===== config.mk =====
export PLATFORM = sky130hd
export DESIGN_NAME = serial_adder_ctrl
export DESIGN_NICKNAME = d
export VERILOG_FILES = /design/src/rtl/serial_adder_ctrl.sv
export SDC_FILE = /design/constraint.sdc
export NUM_CORES = 1
export LEC_CHECK = 0
export ABC_AREA = 1
export CAP_MARGIN = 10
export CORE_MARGIN = 2
export CORE_UTILIZATION = 45
export CTS_BUF_LIST = sky130_fd_sc_hd__clkbuf_8
export DETAILED_ROUTE_END_ITERATION = 12
export PLACE_DENSITY = 0.82
export SLEW_MARGIN = 10
export SYNTH_ARGS = -nofsm -noshare
export SYNTH_HDL_FRONTEND = slang
export SYNTH_HIERARCHICAL = 1
export SYNTH_SLANG_ARGS = --single-unit

===== constraint.sdc =====
create_clock -name clk -period 1.47 [get_ports clk]
set_input_delay 0.2205 -clock clk [delete_from_list [all_inputs] [get_ports clk]]
set_output_delay 0.2205 -clock clk [all_outputs]
set_load 0.005 [all_outputs]

===== src/rtl/serial_adder_ctrl.sv =====
// serial_adder_ctrl: bit-serial WIDTH-bit adder that steps one operand bit pair
// per clock, LSB first, through a single 1-bit full-adder cell.
// Latency: done pulses WIDTH+1 cycles after an accepted start; start is ignored while busy.

// sa_full_adder: combinational 1-bit full adder (sum and carry-out).
// Latency: zero cycles, purely combinational.
// Backpressure: none; outputs follow inputs continuously.
module sa_full_adder (
  input  logic a,
  input  logic b,
  input  logic cin,
  output logic s,
  output logic cout
);

  assign s    = a ^ b ^ cin;
  assign cout = (a & b) | (cin & (a ^ b));

endmodule

module serial_adder_ctrl #(
  parameter int WIDTH = 8
) (
  input  logic             clk,
  input  logic             rst,
  input  logic             start,
  input  logic [WIDTH-1:0] A,
  input  logic [WIDTH-1:0] B,
  input  logic             Cin,
  output logic             busy,
  output logic             done,
  output logic [WIDTH-1:0] S,
  output logic             Cout
);

  // Counter is sized to hold WIDTH so it never wraps inside one operation.
  localparam int CW = $clog2(WIDTH + 1);
  localparam logic [CW-1:0] LAST_CNT = CW'(WIDTH - 1);

  typedef enum logic [1:0] {
    IDLE  = 2'd0,
    SHIFT = 2'd1,
    DONE  = 2'd2
  } state_t;

  state_t state;
  state_t state_nxt;

  logic [WIDTH-1:0] a_sh;
  logic [WIDTH-1:0] b_sh;
  logic [WIDTH-1:0] res_sh;
  logic [WIDTH-1:0] res_nxt;
  logic             carry;
  logic [CW-1:0]    count;

  logic fa_s;
  logic fa_cout;
  logic accept;
  logic last;

  // The one full-adder cell shared by every bit position.
  sa_full_adder u_fa (
    .a    (a_sh[0]),
    .b    (b_sh[0]),
    .cin  (carry),
    .s    (fa_s),
    .cout (fa_cout)
  );

  // A start is honoured in IDLE and in DONE (the latter gives back-to-back ops).
  assign accept = start && ((state == IDLE) || (state == DONE));
  assign last   = (state == SHIFT) && (count == LAST_CNT);

  // Sum bits enter at the MSB and walk down, so bit 0 lands at S[0] after WIDTH shifts.
  generate
    if (WIDTH == 1) begin : g_res_w1
      assign res_nxt = fa_s;
    end else begin : g_res_wn
      assign res_nxt = {fa_s, res_sh[WIDTH-1:1]};
    end
  endgenerate

  // Status outputs are decoded straight from the state register.
  assign busy = (state == SHIFT);
  assign done = (state == DONE);

  // State register.
  always_ff @(posedge clk) begin
    if (rst) begin
      state <= IDLE;
    end else begin
      state <= state_nxt;
    end
  end

  // Next-state decode.
  always_comb begin
    state_nxt = state;
    case (state)
      IDLE:    if (start) state_nxt = SHIFT;
      SHIFT:   if (last)  state_nxt = DONE;
      DONE:    state_nxt = start ? SHIFT : IDLE;
      default: state_nxt = IDLE;
    endcase
  end

  // Operand shifters, carry flop, bit counter and result registers.
  always_ff @(posedge clk) begin
    if (rst) begin
      a_sh   <= '0;
      b_sh   <= '0;
      res_sh <= '0;
      carry  <= 1'b0;
      count  <= '0;
      S      <= '0;
      Cout   <= 1'b0;
    end else if (accept) begin
      a_sh   <= A;
      b_sh   <= B;
      carry  <= Cin;
      count  <= '0;
      res_sh <= '0;
    end else if (state == SHIFT) begin
      a_sh   <= a_sh >> 1;
      b_sh   <= b_sh >> 1;
      carry  <= fa_cout;
      res_sh <= res_nxt;
      count  <= count + CW'(1);
      // Published result only changes here, so S/Cout hold through the next operation.
      if (last) begin
        S    <= res_nxt;
        Cout <= fa_cout;
      end
    end
  end

endmodule


# After elaboration in Yosys (flattened, before gate mapping)
# Cells that the tools add are included.
# classes
n_addsub	1
n_eq_ne	5
mux	10
bitwise	6
n_reduce_logical	8
# op_table
operator	count
two-way mux 8 bit	4
case mux 2 bit (3 select lines)	1
adder 4 x 1 -> 4 bit (second input constant)	1
equality test 4 x 3 -> 1 bit (second input constant)	1
two-way mux 2 bit	2
two-way mux 1 bit	3
AND reduction 3 bit	1
bitwise AND 1 bit	2
equality test 2 x 1 -> 1 bit (second input constant)	1
equality test 2 bit (second input constant)	1
logical AND 1 bit	2
logical NOT 2 bit	1
inequality test 2 x 1 -> 1 bit (second input constant)	1
inequality test 2 bit (second input constant)	1
AND reduction 2 bit	1
nonzero test 2 bit	1
OR reduction 2 bit	1
XOR 1 bit	2
logical OR 1 bit	1
NOT 1 bit	1
OR 1 bit	1
# totals
ff_bits	40
inputBits	20

# Longest topological paths before layout
# Gate-level depths: netlist of the first run.
# logic_depth
ltp_word	5
mapped_depth	8
depth_no_buf	7

# Hierarchy
# Netlist of the first run, hierarchy kept.
# modules_own_cells
module	instances	cells_per_inst	area_per_inst_um2	seq_area_each_um2
serial_adder_ctrl	1	257	1784.2	780.7
sa_full_adder	1	1	20.0	0.0

# Worst setup path after synthesis of the first run
# Ideal clock, no wire load.
# synth_path
kind	reg-to-reg
start	register count[0]
end	register S[3]
setup_ns	0.128
t_arrival_ns	1.022
required_ns	1.342
setup_slack_ns	0.321
path_stages_with_launch	7
n_path_buf	0
synth_period_minus_slack_ns	1.149
path_cell_list	dfxtp_1 -> ha_1 -> nand3_1 -> nor2_8 -> nand2_1 -> nand2_1 -> nor2_1
# synth_between
elab_chain_cells	3
# synth_lines
element	line	source
start: declaration	54	logic [CW-1:0] count;
start signal: assignment	128	count <= count + CW'(1);
equality test 4 x 3 -> 1 bit	72	assign last = (state == SHIFT) && (count == LAST_CNT);
logical AND 1 bit	72	
AND reduction 3 bit (no source line)	-	
end signal: assignment	131	S <= res_nxt;
end: declaration	32	output logic [WIDTH-1:0] S,
# Every way passes these cells.
# A chain may end at the register's enable or synchronous reset.

# Final worst setup path of the first run
# layout_path
start	register S[2]
end	output S[2]
# No word-level cell between the ends.

==> metrics.cfg, run 1 <==
[synthesis]
yosysTopAreaCell=dfxtp_1
netlist_instances=258
synth_edf_count=0
synthArstFlopShare=0
syn_area_um2=1800
avgSynthCellArea_um2=6.99
syn_nets=280
synthFlopType=dfxtp_1
synthTopCellsByCount=nand2_1 (66), inv_1 (41), dfxtp_1 (39)
ys_seq_elements=39
synth_seq_area_share=0.433
synth_top_area_share=0.433
ys_types=22
synthTopCellsByArea=dfxtp_1 (43%), nand2_1 (14%), inv_1 (8.5%)
ys.warnings.count=6
synth_most_common_cell=nand2_1

[grt]
grt_antenna_before_repair=0
grt_max_degree=21
grt_pass1_vias=1381
grt_pass1_wl_um=6060
gr-total-overflow=0
grt.total_usage=0.178

[cts]
clockBufferDepth=2
cts_tree=built
cts_hold_buf=0
cts_root_buf=clkbuf_8
clock_sinks=39
cts.htree.levels=2
clk_latency_ns=0.29
path_clk_slew_ns=0.07
cts_buffers=5

[detailed_routing]
route.detailed.drc=0
via_per_inst=4.65
drt_wl_total_um=3660
ant_nets=0
firstDrtPassIters=4
drt_iter0_drc=89
vias=1589
wl_per_cell_um=10.7

[worst_setup_path]
crit_type=reg -> out
cp_max_fo=2
cp_slowest_stage_delay_ns=0.51
slowest_stage=clkdlybuf4s50_1
r2r_start=state[0]
crit_family=buffers and inverters
worstPathArrival_ns=1.16
cp.required_ns=1.25
cp-end-kind=output pin
critPathLaunchType=register
crit_path_cell_trace=clkdlybuf4s50_1
critPathLaunch=S[2]
critPathBufInv=1

[sta]
hold_viol=0
finalCritPeriodShare=0.942
drv_slew=0
fmax_mhz=722
setup_viol=0
slew_headroom=0.754
period_needed_ns=1.38
skew_ns=0.00734
worst_slew_pin_slew_ns=0.369
rsz0062_at_grt=no
worst_slack_ns=0.0856

[floorplanning]
ios=31
core.rowCount=23
die-area_um2=4530
design.core.area_um2=3940
die_w_um=67.3
initial_core_util=0.458
die_h_um=67.3

[placement]
portBuffers=30
gp_congestion=0.789
dp_hpwl_um=2610
pre_cts_ws_ns=-0.0297
dpl_cell_area_um2=2160

[layout]
antenna_cells=0
drive_gt1_frac=0.0925
stdcell_area_um2=2280
nNetsFinal=314
area_growth_pct=26.3

[hold_path]
holdCritPathClass=reg -> reg
hold_path_startpoint=res_sh[2]

[pwr]
ir_worst_vdd_v=0.000526
power_leakage_uw=0.00104
p_per_area_nw_per_um2=1020

[outcome]
status=complete, no violations

[run]
maxCapViolations=0

-- state kept, by name (all words and copies together), names as in the netlist --
| name | flops |
|---|---|
| a_sh | 8 |
| b_sh | 8 |
| S | 8 |
| res_sh | 7 |
| carry | 1 |
| Cout | 1 |
| count | 4 |
| state | 2 |
-- worst min-delay path, delay by kind of cell, from the launching register on --
kind            cells  cell delay [ns]
compound gates      1             0.05
buf+inv             1             0.06
flops               1             0.31
-- layer usage --
layer / vias to the layer above / global-route usage / routed length [um]
li1: 854 / - / -
met3: 2 / 0.0350 / 164
met4: 0 / 0.0612 / 25
met2: 29 / 0.297 / 1810
met5: - / 0 / 0
met1: 704 / 0.230 / 1660
-- what timing repair did --
| item | CTS | global route |
|---|---|---|
| endpoints found under the setup margin | 2 | 1 |
| buffers inserted | 1 | 0 |
| gates resized for setup | 4 | 2 |
-- cell usage in the layout, fill, tap and decap left out, drive strengths merged --
cell type / count
fa: 1
ha: 1
buf: 6
nand3: 22
a21oi: 18
dfxtp: 39
o21ai: 16
nor2: 37
bufinv: 1
inv: 45
nand2: 70
nor3: 1
dlygate4sd2: 2
clkbuf: 5
clkdlybuf4s50: 28
-- kinds of logic after synthesis --
| group | after synthesis | synth area share |
|---|---|---|
| adders and majority gates | 2 | 0.0180 |
| buffers and inverters | 53 | 0.130 |
| AOI/OAI and AO/OA | 34 | 0.0943 |
| and+or+nand+nor | 130 | 0.325 |
| DFF | 39 | 0.433 |
-- final timing paths --
path / endpoint / slack [ns] / cells past startpoint
worst min-delay path: res_sh[1] / 0.46 / 2
worst min register to register: res_sh[1] / 0.46 / 2
worst max-delay path: S[2] / 0.09 / 1
worst max register to register: b_sh[0] / 0.16 / 8
-- through the flow --
stage	hold WS [ns]	setup TNS (ns)	power [uW]	instances	utilization
finish	0.459	0	2320	342	0.578
global route	0.487	0	2420	342	0.578
CTS	0.461	0	2340	342	0.577
detailed placement	0.452	-0.0619	1500	334	0.549
global placement	0.450	-0.0270	1490	334	0.549
floorplan	0.355	0	1390	258	-
-- cell type report --
type                       count  area, um2
inverter                      44        168
clock buffer                   5       68.8
multi-input combinational    166        795
fill                         370       1660
timing repair buffer          36        368
clock inverter                 2       33.8
tap                           50       62.6
sequential                    39        783
-- power breakdown --
group / leakage (uW) / switching (uW) / internal, uW / total (uW)
Combinational: 0.000661 / 184 / 148 / 332
Clock: 0.0000554 / 353 / 490 / 843
Sequential: 0.000320 / 32.9 / 1110 / 1150
Note: power is estimated with default switching activity, not from simulation.
==> inputs of run 2 (changes only) <==
--- a/config.mk
+++ b/config.mk
@@ -12,6 +12,7 @@
 export CTS_BUF_LIST = sky130_fd_sc_hd__clkbuf_8
 export DETAILED_ROUTE_END_ITERATION = 12
 export PLACE_DENSITY = 0.82
+export REMOVE_ABC_BUFFERS = 1
 export SLEW_MARGIN = 10
 export SYNTH_ARGS = -nofsm -noshare
 export SYNTH_HDL_FRONTEND = slang
==> run 2 against run 1 <==
Clock power up 11%. Wire length grew 1.1%. Sequential cell count unchanged. Die area unchanged. Setup slack improved by 0.015 ns. First-iteration DRC count up 1.1%. Utilization increased by 0.57 points. Combinational power about the same. Sequential share of layout area decreased by 0.12 points. Worst hold slack better by 0.012 ns. Design area rose by 0.99%. Non-clock buffer count rose by 2. Critical path type unchanged. Largest cell class unchanged. Highest routed layer unchanged.
==> metrics.cfg, run 2 (same netlist as run 1, synthesis figures left out) <==
[detailed_routing]
route.detailed.drc=0  ; unchanged
vias=1620  ; was 1589
wl_per_cell_um=10.7  ; about the same
firstDrtPassIters=4  ; unchanged
via_per_inst=4.70  ; was 4.65
ant_nets=0  ; unchanged
drt_wl_total_um=3700  ; was 3660 um
drt_iter0_drc=90  ; was 89

[floorplanning]
core.rowCount=23  ; unchanged
ios=31  ; unchanged
die_h_um=67.3  ; unchanged
die-area_um2=4530  ; unchanged
die_w_um=67.3  ; unchanged
initial_core_util=0.458  ; unchanged
design.core.area_um2=3940  ; unchanged

[layout]
multi_input_area_um2=795  ; unchanged
fillCellCount=363  ; was 370
final_cell_mix=nand2_1 (66), inv_1 (41), dfxtp_1 (37)  ; was nand2_1 (66), inv_1 (42), dfxtp_1 (37)
nNetsFinal=316  ; was 314
regArea_um2=788  ; was 783 um2
largest_registers=S (8), a_sh (8), b_sh (8)  ; unchanged
utilization=0.584  ; was 0.578
antenna_cells=0  ; unchanged
layout_commonest_cell=nand2_1  ; unchanged
drive_gt1_frac=0.105  ; was 0.0925
final_cells=345  ; was 342
area_growth_pct=27.5  ; was 26.3%

[sta]
slew_headroom=0.731  ; was 0.754
period_needed_ns=1.37  ; was 1.38 ns
fmax_mhz=730  ; was 722 MHz
worst_slew_pin_slew_ns=0.403  ; was 0.369 ns
hold_viol=0  ; unchanged
finalCritPeriodShare=0.931  ; was 0.942
rsz0062_at_grt=no  ; unchanged
hold-worst-slack_ns=0.471  ; was 0.459 ns
setup_viol=0  ; unchanged
skew_ns=0.00860  ; was 0.00734 ns
setup-tns-final_ns=0  ; unchanged
drv_slew=0  ; unchanged

[grt]
grt.total_usage=0.188  ; was 0.178
grt_antenna_before_repair=0  ; unchanged
grt_pass1_vias=1423  ; was 1381
gr-total-overflow=0  ; unchanged
grt_pass1_wl_um=6230  ; was 6060 um
grt_max_degree=21  ; unchanged

[placement]
portBuffers=30  ; unchanged
gp_congestion=0.812  ; was 0.789
dp.cells=337  ; was 334
dp_hpwl_um=2620  ; was 2610 um

[worst_setup_path]
reg2reg_to=S[2]  ; was b_sh[0]
slowest_stage=clkdlybuf4s50_1  ; unchanged
critPathLaunch=S[7]  ; was S[2]
reg2reg_depth=5  ; was 8
critPathLaunchType=register  ; unchanged
critPathBufInv=1  ; unchanged
crit_path_cell_trace=clkdlybuf4s50_1  ; unchanged
cp.required_ns=1.25  ; about the same
crit_family=buffers and inverters  ; unchanged
crit_type=reg -> out  ; unchanged
cp-end-kind=output pin  ; unchanged
cp_slowest_stage_delay_ns=0.51  ; about the same
worstPathArrival_ns=1.15  ; was 1.16 ns
r2r_start=count[0]  ; was state[0]
cp_max_fo=2  ; unchanged
rrSetupSlack_ns=0.19  ; was 0.16 ns

[outcome]
status=complete, no violations  ; unchanged

[cts]
postCtsSetupBuffers=0  ; was 1
path_clk_slew_ns=0.08  ; was 0.07 ns
cts_hold_buf=0  ; unchanged
clockBufferDepth=2  ; unchanged
cts.htree.levels=2  ; unchanged
cts_tree=built  ; unchanged
cts_buffers=5  ; unchanged
clk_latency_ns=0.30  ; was 0.29 ns
cts_root_buf=clkbuf_8  ; unchanged
clock_sinks=39  ; unchanged

[hold_path]
holdPathStages=2  ; unchanged
holdCritPathClass=reg -> reg  ; unchanged
hold_path_startpoint=a_sh[7]  ; was res_sh[2]
hold_end=a_sh[7]  ; was res_sh[1]

[pwr]
ir_worst_vdd_v=0.000644  ; was 0.000526 V
power_leakage_uw=0.00105  ; was 0.00104 uW
p_per_area_nw_per_um2=1050  ; was 1020 nW/um2
power.total_uw=2410  ; was 2320 uW

[run]
maxCapViolations=0  ; unchanged

## run 2: worst max-delay path by stage
stage | endpoint | slack (ns) | cells past startpoint
floorplan | S[1] | 0.03 | 5
global placement | a_sh[6] | 0.06 | 7
detailed placement | res_sh[3] | -0.01 | 6
CTS | S[7] | 0.1 | 1
global route | S[2] | 0.03 | 5
finish | S[7] | 0.10 | 1
## run 2: cell type report
cell class	count	area share
multi-input combinational	166	0.345
sequential	39	0.343
timing repair buffer	38	0.161
inverter	44	0.0729
clock buffer	6	0.0359
tap	50	0.0272
clock inverter	2	0.0152
## run 2: what timing repair did
item / in CTS / in global routing
setup endpoints to repair: 2 / 2
pin swaps: 0 / 0
resized for setup: 6 / 1
## run 2: per-stage QoR
step | setup slack [ns] | cell area (um2)
final | 0.101 | 2300
after global routing | 0.0255 | 2300
after CTS | 0.0959 | 2300
after detailed placement | -0.0111 | 2170
after global placement | 0.0602 | 2170
after floorplan | 0.0329 | 1740
## run 2: layer usage
layer,wire (um),share of wire,global-route usage
met2,1670,0.45,0.306
met5,0,0,0
met3,206,0.056,0.0583
met1,1770,0.48,0.229
met4,57,0.015,0.0791
## run 2: where the power goes
group          switching (uW)  internal [uW]
logic                     184            146
registers                35.2           1110
clock network             384            549
